--- src/rtl/tick_feeder.sv ---
// Tick FIFO feeding the moment engine's sample stream, with zero-sample flush.
// Optional TICK_FEEDER_DROP_CNT_EN adds a saturating refused-write counter.
module tick_feeder #(
   parameter int WIDTH  = 8,
   parameter int DEPTH  = 16,
   parameter int WINDOW = 4
) (
   input  logic                     clk,
   input  logic                     rst,
   input  logic                     wr_valid,
   input  logic [WIDTH-1:0]         wr_data,
   output logic                     wr_ready,
   input  logic                     start,
   input  logic                     flush,
   output logic                     tx_valid,
   output logic [WIDTH-1:0]         tx_data,
   input  logic                     tx_ready,
   output logic                     win_primed,
   output logic [$clog2(DEPTH):0]   count,
   output logic                     busy
`ifdef TICK_FEEDER_DROP_CNT_EN
   ,
   output logic [15:0]              drop_cnt
`endif
);

   localparam int AW = $clog2(DEPTH);
   localparam int CW = AW + 1;
   localparam int PW = $clog2(WINDOW + 1);

   typedef enum logic [1:0] {
      IDLE,
      STREAM,
      FLUSH
   } state_t;

   state_t           state_q, state_d;
   logic [WIDTH-1:0] mem_q [DEPTH];
   logic [AW-1:0]    wr_ptr_q, wr_ptr_d;
   logic [AW-1:0]    rd_ptr_q, rd_ptr_d;
   logic [CW-1:0]    count_q, count_d;
   logic [PW-1:0]    prime_q, prime_d;
   logic [PW-1:0]    fcnt_q, fcnt_d;

   logic full, empty, wr_en, pop, enter_flush;

   assign full     = (count_q == CW'(DEPTH));
   assign empty    = (count_q == '0);
   assign wr_ready = !full;
   assign wr_en    = wr_valid && !full;
   assign pop      = (state_q == STREAM) && !empty && tx_ready;

   assign count      = count_q;
   assign busy       = (state_q != IDLE);
   assign win_primed = (prime_q == PW'(WINDOW));

   always_comb begin
      state_d = state_q;
      unique case (state_q)
         IDLE: begin
            if (flush)      state_d = FLUSH;
            else if (start) state_d = STREAM;
         end
         STREAM: begin
            if (flush) state_d = FLUSH;
         end
         FLUSH: begin
            if (tx_ready && fcnt_q == PW'(WINDOW - 1))
               state_d = IDLE;
         end
         default: state_d = IDLE;
      endcase
   end

   assign enter_flush = (state_q != FLUSH) && (state_d == FLUSH);

   always_comb begin
      tx_valid = 1'b0;
      tx_data  = '0;
      unique case (state_q)
         STREAM: begin
            tx_valid = !empty;
            tx_data  = empty ? '0 : mem_q[rd_ptr_q];
         end
         FLUSH: begin
            tx_valid = 1'b1;
         end
         default: ;
      endcase
   end

   always_comb begin
      wr_ptr_d = wr_ptr_q;
      rd_ptr_d = rd_ptr_q;
      count_d  = count_q;
      prime_d  = prime_q;
      fcnt_d   = fcnt_q;
      if (wr_en) wr_ptr_d = wr_ptr_q + 1'b1;
      if (pop)   rd_ptr_d = rd_ptr_q + 1'b1;
      unique case ({wr_en, pop})
         2'b10:   count_d = count_q + 1'b1;
         2'b01:   count_d = count_q - 1'b1;
         default: ;
      endcase
      // Entry into FLUSH wins over a same-cycle final STREAM handshake.
      if (enter_flush) begin
         prime_d = '0;
         fcnt_d  = '0;
      end else begin
         if (pop && prime_q != PW'(WINDOW))
            prime_d = prime_q + 1'b1;
         if (state_q == FLUSH && tx_ready)
            fcnt_d = fcnt_q + 1'b1;
      end
   end

   always_ff @(posedge clk) begin
      if (!rst) begin
         state_q  <= IDLE;
         wr_ptr_q <= '0;
         rd_ptr_q <= '0;
         count_q  <= '0;
         prime_q  <= '0;
         fcnt_q   <= '0;
      end else begin
         state_q  <= state_d;
         wr_ptr_q <= wr_ptr_d;
         rd_ptr_q <= rd_ptr_d;
         count_q  <= count_d;
         prime_q  <= prime_d;
         fcnt_q   <= fcnt_d;
      end
   end

   always_ff @(posedge clk) begin
      if (wr_en) mem_q[wr_ptr_q] <= wr_data;
   end

`ifdef TICK_FEEDER_DROP_CNT_EN
   logic [15:0] drop_q, drop_d;

   always_comb begin
      drop_d = drop_q;
      if (wr_valid && !wr_ready && drop_q != 16'hFFFF)
         drop_d = drop_q + 16'd1;
   end

   always_ff @(posedge clk) begin
      if (!rst) drop_q <= '0;
      else      drop_q <= drop_d;
   end

   assign drop_cnt = drop_q;
`endif

endmodule
--- config.mk ---
export PLATFORM = sky130hd
export DESIGN_NAME = tick_feeder
export DESIGN_NICKNAME = d
export VERILOG_FILES = /design/src/rtl/tick_feeder.sv
export SDC_FILE = /design/constraint.sdc
export NUM_CORES = 1
export LEC_CHECK = 0
export ABC_CLOCK_PERIOD_IN_PS = 3800
export CAP_MARGIN = 20
export CORE_MARGIN = 2
export CORE_UTILIZATION = 35
export CTS_CLUSTER_SIZE = 30
export DETAILED_ROUTE_END_ITERATION = 10
export GPL_TIMING_DRIVEN = 0
export SLEW_MARGIN = 20
export SYNTH_ARGS = -nofsm -noshare
export SYNTH_HDL_FRONTEND = slang
export SYNTH_SLANG_ARGS = --single-unit
export TNS_END_PERCENT = 30
--- constraint.sdc ---
create_clock -name clk -period 3.8 [get_ports clk]
set_clock_uncertainty 0.15 [all_clocks]
set_input_delay 0.95 -clock clk [delete_from_list [all_inputs] [get_ports clk]]
set_output_delay 0.95 -clock clk [all_outputs]
set_load 0.03 [all_outputs]
==> flow_metrics.py <==
metrics = {
    "power": {
        "power.total_mw": 3.798,
        "power_density_nw_per_um2": 496.9,
        "cellLeakagePower_nw": 2.611,
        "max-vdd-ir-drop_v": 0.0002653,
    },
    "worst_hold_path": {
        "min_from": "fcnt_q[1]$_SDFFE_PP0P_",
        "hold_path_class": "register to register",
    },
    "die": {
        "core_area_um2": 17900,
        "die_y_um": 139.1,
        "num_rows": 49,
        "ios": 31,
        "initial_utilization": 0.3567,
        "die_w_um": 139.1,
        "die_area_um2": 19340,
    },
    "timing": {
        "drv_slew": 0,
        "min_period_over_period": 0.9586,
        "finalCriticalPeriod_ns": 3.643,
        "relSlewSlack": 0.3781,
        "rsz0062_at_grt": "no",
        "finalHoldViolations": 0,
        "timing.hold.ws_ns": 0.3170,
        "max_freq_ghz": 0.2745,
        "worst_pin_slew_ns": 0.9293,
        "finalSetupViolCount": 0,
    },
    "placement": {
        "place_area_um2": 7007,
        "place_congestion": 0.8023,
        "hpwlAfterDp_mm": 8.572,
        "io_buffers": 30,
    },
    "global_routing": {
        "antenna_found_initial": 0,
        "track_usage": 0.1391,
        "grt_first_pass_wirelength_mm": 20.36,
        "grt_max_degree": 17,
        "grt_overflow": 0,
        "grt_pass1_vias": 3658,
    },
    "route": {
        "antenna_left": 0,
        "drtIter0Drc": 403,
        "wirelength_mm": 12.74,
        "route.detailed.drc": 0,
        "via_count": 3441,
        "vias_per_cell": 5.045,
        "wl_per_cell_um": 18.68,
        "dr.pass1.iters": 5,
    },
    "clocking": {
        "post_cts_resized": 14,
        "cts_buffer_depth": 2,
        "cts_root_buf": "clkbuf_16",
        "cts_htree_levels": 4,
        "cts_tree": "built",
        "insertion_delay_ns": 0.42,
        "clkTransAtPathRegs_ns": 0.06,
        "cts.sinks": 153,
        "numCtsBuffers": 17,
        "ctsHoldBuffers": 0,
        "post_cts_buffers": 0,
    },
    "yosys": {
        "synthFlopType": "edfxtp_1",
        "synth_nets": 419,
        "synth_area_per_cell_um2": 16.41,
        "yosysTopAreaCell": "edfxtp_1",
        "synth-seq-area-share": 0.6804,
        "synth_cell_types": 43,
        "synth_edf_count": 128,
        "yosys_warnings": 0,
        "syn_inst": 389,
        "ys_ff_latch": 153,
        "syn_area_um2": 6385,
        "async_flop_share": 0,
        "synth.top_cell.area_share": 0.6020,
        "synth_area_leaders": "edfxtp_1 (60%), mux4_2 (10%), dfxtp_1 (7.8%), ha_1 (3.1%), mux2i_1 (3.1%)",
    },
    "worst_setup_path": {
        "cp_cell_sequence": "buf_2, clkbuf_4, mux4_2, mux2i_1, o32ai_2, dlygate4sd2_1",
        "cp_max_fo": 10,
        "crit_slowest_cell": "mux4_2",
        "crit_required_ns": 2.70,
        "max_stage_delay_ns": 0.54,
        "cp-start-kind": "register",
        "end_kind": "output port",
        "r2r_start": "count[1]$_SDFFE_PN0P_",
        "crit_type": "register to output port",
        "arrival_ns": 2.54,
    },
    "cells_and_area": {
        "fin_util": 0.4269,
        "diodes": 0,
        "drive_gt1_frac": 0.1898,
        "fin_nets": 470,
        "final_common_cell": "edfxtp_1",
        "layout_common_cells": "edfxtp_1 (128), nor2_1 (31), mux4_2 (29)",
        "fin_area_um2": 7642,
        "syn2layout_area_growth_pct": 19.69,
    },
    "run": {
        "drv_cap": 0,
    },
    "outcome": {
        "status": "complete, no violations",
    },
}
synth_stat cells, types with 5 or more instances:
| master | n |
|---|---|
| a21oi_1 | 6 |
| and2_1 | 7 |
| buf_2 | 6 |
| clkbuf_1 | 6 |
| dfxtp_1 | 25 |
| edfxtp_1 | 128 |
| ha_1 | 16 |
| inv_1 | 12 |
| mux2i_1 | 20 |
| mux4_2 | 29 |
| nand2_1 | 18 |
| nand2b_1 | 7 |
| nand3_1 | 7 |
| nor2_1 | 31 |
| nor2b_1 | 7 |
| nor3_1 | 7 |
| o21ai_0 | 5 |
| o32ai_1 | 7 |
| xnor2_1 | 5 |
cells by family (layout without fill, tap and decap cells):
family	count (synthesis)	in the layout	share of synthesized area
DFF	153	153	0.6804
muxes	49	49	0.1336
and+or+nand+nor	93	93	0.07250
adders and majority gates	16	16	0.03135
buffers and inverters	29	93	0.01999
xor gates and xnor gates	8	8	0.01097
AOI/OAI and AO/OA	41	41	0.05115
where the power goes:
group	internal, mW	total, mW	switching [mW]	leakage [nW]
Clock	1.05	1.75	0.698	0.295
Sequential	1.84	1.86	0.0141	1.36
Combinational	0.0777	0.192	0.114	0.957
Total	2.97	3.80	0.826	2.61
registers in the layout (all words and copies together) (netlist names), named ones only:
name      cells
wr_ptr_q      4
fcnt_q        3
rd_ptr_q      4
mem_q       128
state_q       2
prime_q       3
count         5
metrics by stage:
step	setup TNS, ns	instances	worst slack, ns
floorplan	0	389	0.5635
global placement	-5.715	648	-0.3385
detailed placement	-0.8284	650	-0.2681
CTS	0	682	0.01634
global route	0	682	0.002919
finish	0	682	0.1572
layer usage:
layer | part of all wire | track usage | vias to the layer above
met5 | 0 | 0 | -
met3 | 0.041 | 0.03315 | 21
met2 | 0.51 | 0.2276 | 99
met1 | 0.43 | 0.1795 | 1721
li1 | - | - | 1600
met4 | 0.021 | 0.05582 | 0
path summary, 6_finish.rpt:
| kind | endpoint | slack (ns) | cells past startpoint |
|---|---|---|---|
| min reg2reg | fcnt_q[1]$_SDFFE_PP0P_ | 0.32 | 2 |
| min | fcnt_q[1]$_SDFFE_PP0P_ | 0.32 | 2 |
| max reg2reg | count[4]$_SDFFE_PN0P_ | 0.50 | 12 |
| max | tx_data[0] | 0.16 | 6 |
worst max-delay path, delay by kind of cell, from the launching register on:
family                 cells  cell delay (ns)
buffers and inverters      3             0.85
DFF                        1             0.30
AOI/OAI and AO/OA          1             0.16
muxes                      2             0.81
area by class of cell:
cell class / instances / area, um^2
buffer: 17 / 91.34
clock buffer: 18 / 429.2
clock inverter: 14 / 182.7
fill: 1585 / 10260
inverter: 12 / 45.04
multi-input combinational: 207 / 1958
sequential: 153 / 4344
tap: 229 / 286.5
timing repair buffer: 32 / 305.3
Note: power is estimated with default switching activity, not from simulation.
==> RTL edit: new RTL, config.mk and constraints unchanged <==
The parameter `WINDOW` goes from 4 to 2.
--- a/src/rtl/tick_feeder.sv
+++ b/src/rtl/tick_feeder.sv
@@ -3,7 +3,7 @@
 module tick_feeder #(
    parameter int WIDTH  = 8,
    parameter int DEPTH  = 16,
-   parameter int WINDOW = 4
+   parameter int WINDOW = 2
 ) (
    input  logic                     clk,
    input  logic                     rst,
Check against the original RTL: not equivalent (Yosys sat finds a counterexample within 4 cycles, from zero or initial values and one cycle with rst low).
==> RTL edit against the unedited design <==
- synthesized cell count shrank 6.4%
- power shrank 1.8%
- final area decreased by 0.79%
- clock power fell by 2%
- worst setup slack lost 0.028 ns
- area after synthesis decreased by 1.3%
- sequential cell count down 2
- cell count decreased by 3.7%
- routed wire length fell by 0.17%
- critical path type unchanged
- highest routed layer unchanged
==> RTL edit: results (changes against the unedited design) <==
- GRT Overall Usage: 0.139 (about the same)
- Adder-cell area share of the yosys netlist: 0.0298 (-0.00158)
- Grt met1 use: 0.183 (+0.00341)
- Post-synthesis mux area share: 0.149 (+0.0156)
- Count of pins over their slew limit: 0 (unchanged)
- Top cells by area, synth: edfxtp_1, mux4_2, dfxtp_1
- Met1 wire length: 5440 microns (-0.57%)
- Final HPWL DP: 8420 microns (-1.8%)
- Placed inst area: 6930 sq um (-1.1%)
- DRT Pass-1 Iters: 4 (-1)
- Post-Place Cells: 626 (-3.7%)
- Pre-CTS setup slack: -0.129 ns (+0.139 ns)
- Top post-synthesis cells by count: edfxtp_1, mux4_2, dfxtp_1, mux2i_1, nor2_1
- Worst R2R Start: count[2]
- Critical hold path startpoint: rd_ptr_q[1]
- GP Congestion: 0.698 (-13%)
- Static leakage: 2.56 nW (-2.0%)
- Worst Tran Pin Value: 1.00 ns (+0.0730 ns)
- Starting DRC count in detailed routing: 223 (-45%)
- Final wirelength: 12700 microns (-0.17%)
- Synth Area in Compound Gates: 0.0425 (-0.00867)
- Worst hold slack: 0.381 ns (+0.0638 ns)
- Status: finished clean
- Vias in the first global route: 3380 (-7.6%)
- Worst EP arrival: 2.57 ns (+0.03 ns)
- Worst R2R Setup Slack: 0.62 ns (+0.12 ns)
- Global-route wire length before repair: 19800 microns (-2.8%)
- Post-Syn Area per Cell: 17.3 sq um (+5.5%)
- Met3 WL post-DR: 766 microns (+47%)
- Grt met2 use: 0.227 (about the same)
- Sequential share of the synthesized area: 0.683 (+0.00243)
- RR Endpoint: count[2]
- Routed vias/inst: 4.99 (-1.1%)
- GRT met3 Usage: 0.0287 (-0.00440)
- IR drop worst, VDD: 312 uV (+18%)
- Mapped Nets: 393 (-6.2%)
- Final #Nets: 444 (-5.5%)
- XOR/XNOR Fraction of Synth Area: 0.0139 (+0.00292)
- WL met2: 6420 microns (-0.80%)
## RTL edit: cell types whose count changed in the layout (fill, tap and decap cells not counted), moves of 3 or more
cell / before / now
nor2_1: 31 / 16
o22ai_1: 2 / 8
o32ai_1: 6 / 0
dlygate4sd2_1: 7 / 2
dlymetal6s2s_1: 0 / 5
nor2b_1: 7 / 3
a21oi_1: 6 / 3
buf_4: 4 / 7
mux4_2: 29 / 32
nand2_1: 18 / 15
## RTL edit: area by class of cell
class	count	area (sq um)
fillers	1568	10300
flip-flops and latches	151	4300
multi-input cells	182	1900
clock buffers	17	425
repair buffers	33	333
well taps	229	287
clock inverters	15	178
plain buffers	17	104
inverters	13	48.8
## RTL edit: worst max-delay path by stage
stage                     from  depth (start not counted)     endpoint
detailed placement    wr_valid                         11     count[2]
global placement      wr_valid                          4  mem_q[1][1]
CTS                       flop                          6   tx_data[2]
floorplan             wr_valid                         10     count[2]
global route        state_q[1]                          6   tx_data[7]
finish                    flop                          6   tx_data[7]
## RTL edit: logic make-up after synthesis
group           count (synthesis)
compound gates                 33
flops                         151
buf+inv                        31
fa+ha+maj                      15
mux                            54
xor+xnor                       10
simple gates                   70
## RTL edit: worst max-delay path, cell delays in order (launching register included)
cell	delay, ns
dfxtp_1	0.39
buf_4	0.28
buf_4	0.25
mux4_2	0.33
mux2i_1	0.20
o22ai_1	0.11
clkdlybuf4s50_1	0.60
## RTL edit: timing repair
action | 4_1_cts | 5_1_grt
gates resized for setup | 12 | 7
endpoints found under the setup margin | 9 | 5
hold buffers | 0 | 0
endpoints found under the hold margin | 0 | 0
## RTL edit: power by group
part,switching (mW),leakage [nW],internal [mW]
Clock,0.671,0.289,1.04
Combinational,0.110,0.928,0.0786
Sequential,0.0124,1.34,1.82
Total,0.794,2.56,2.94
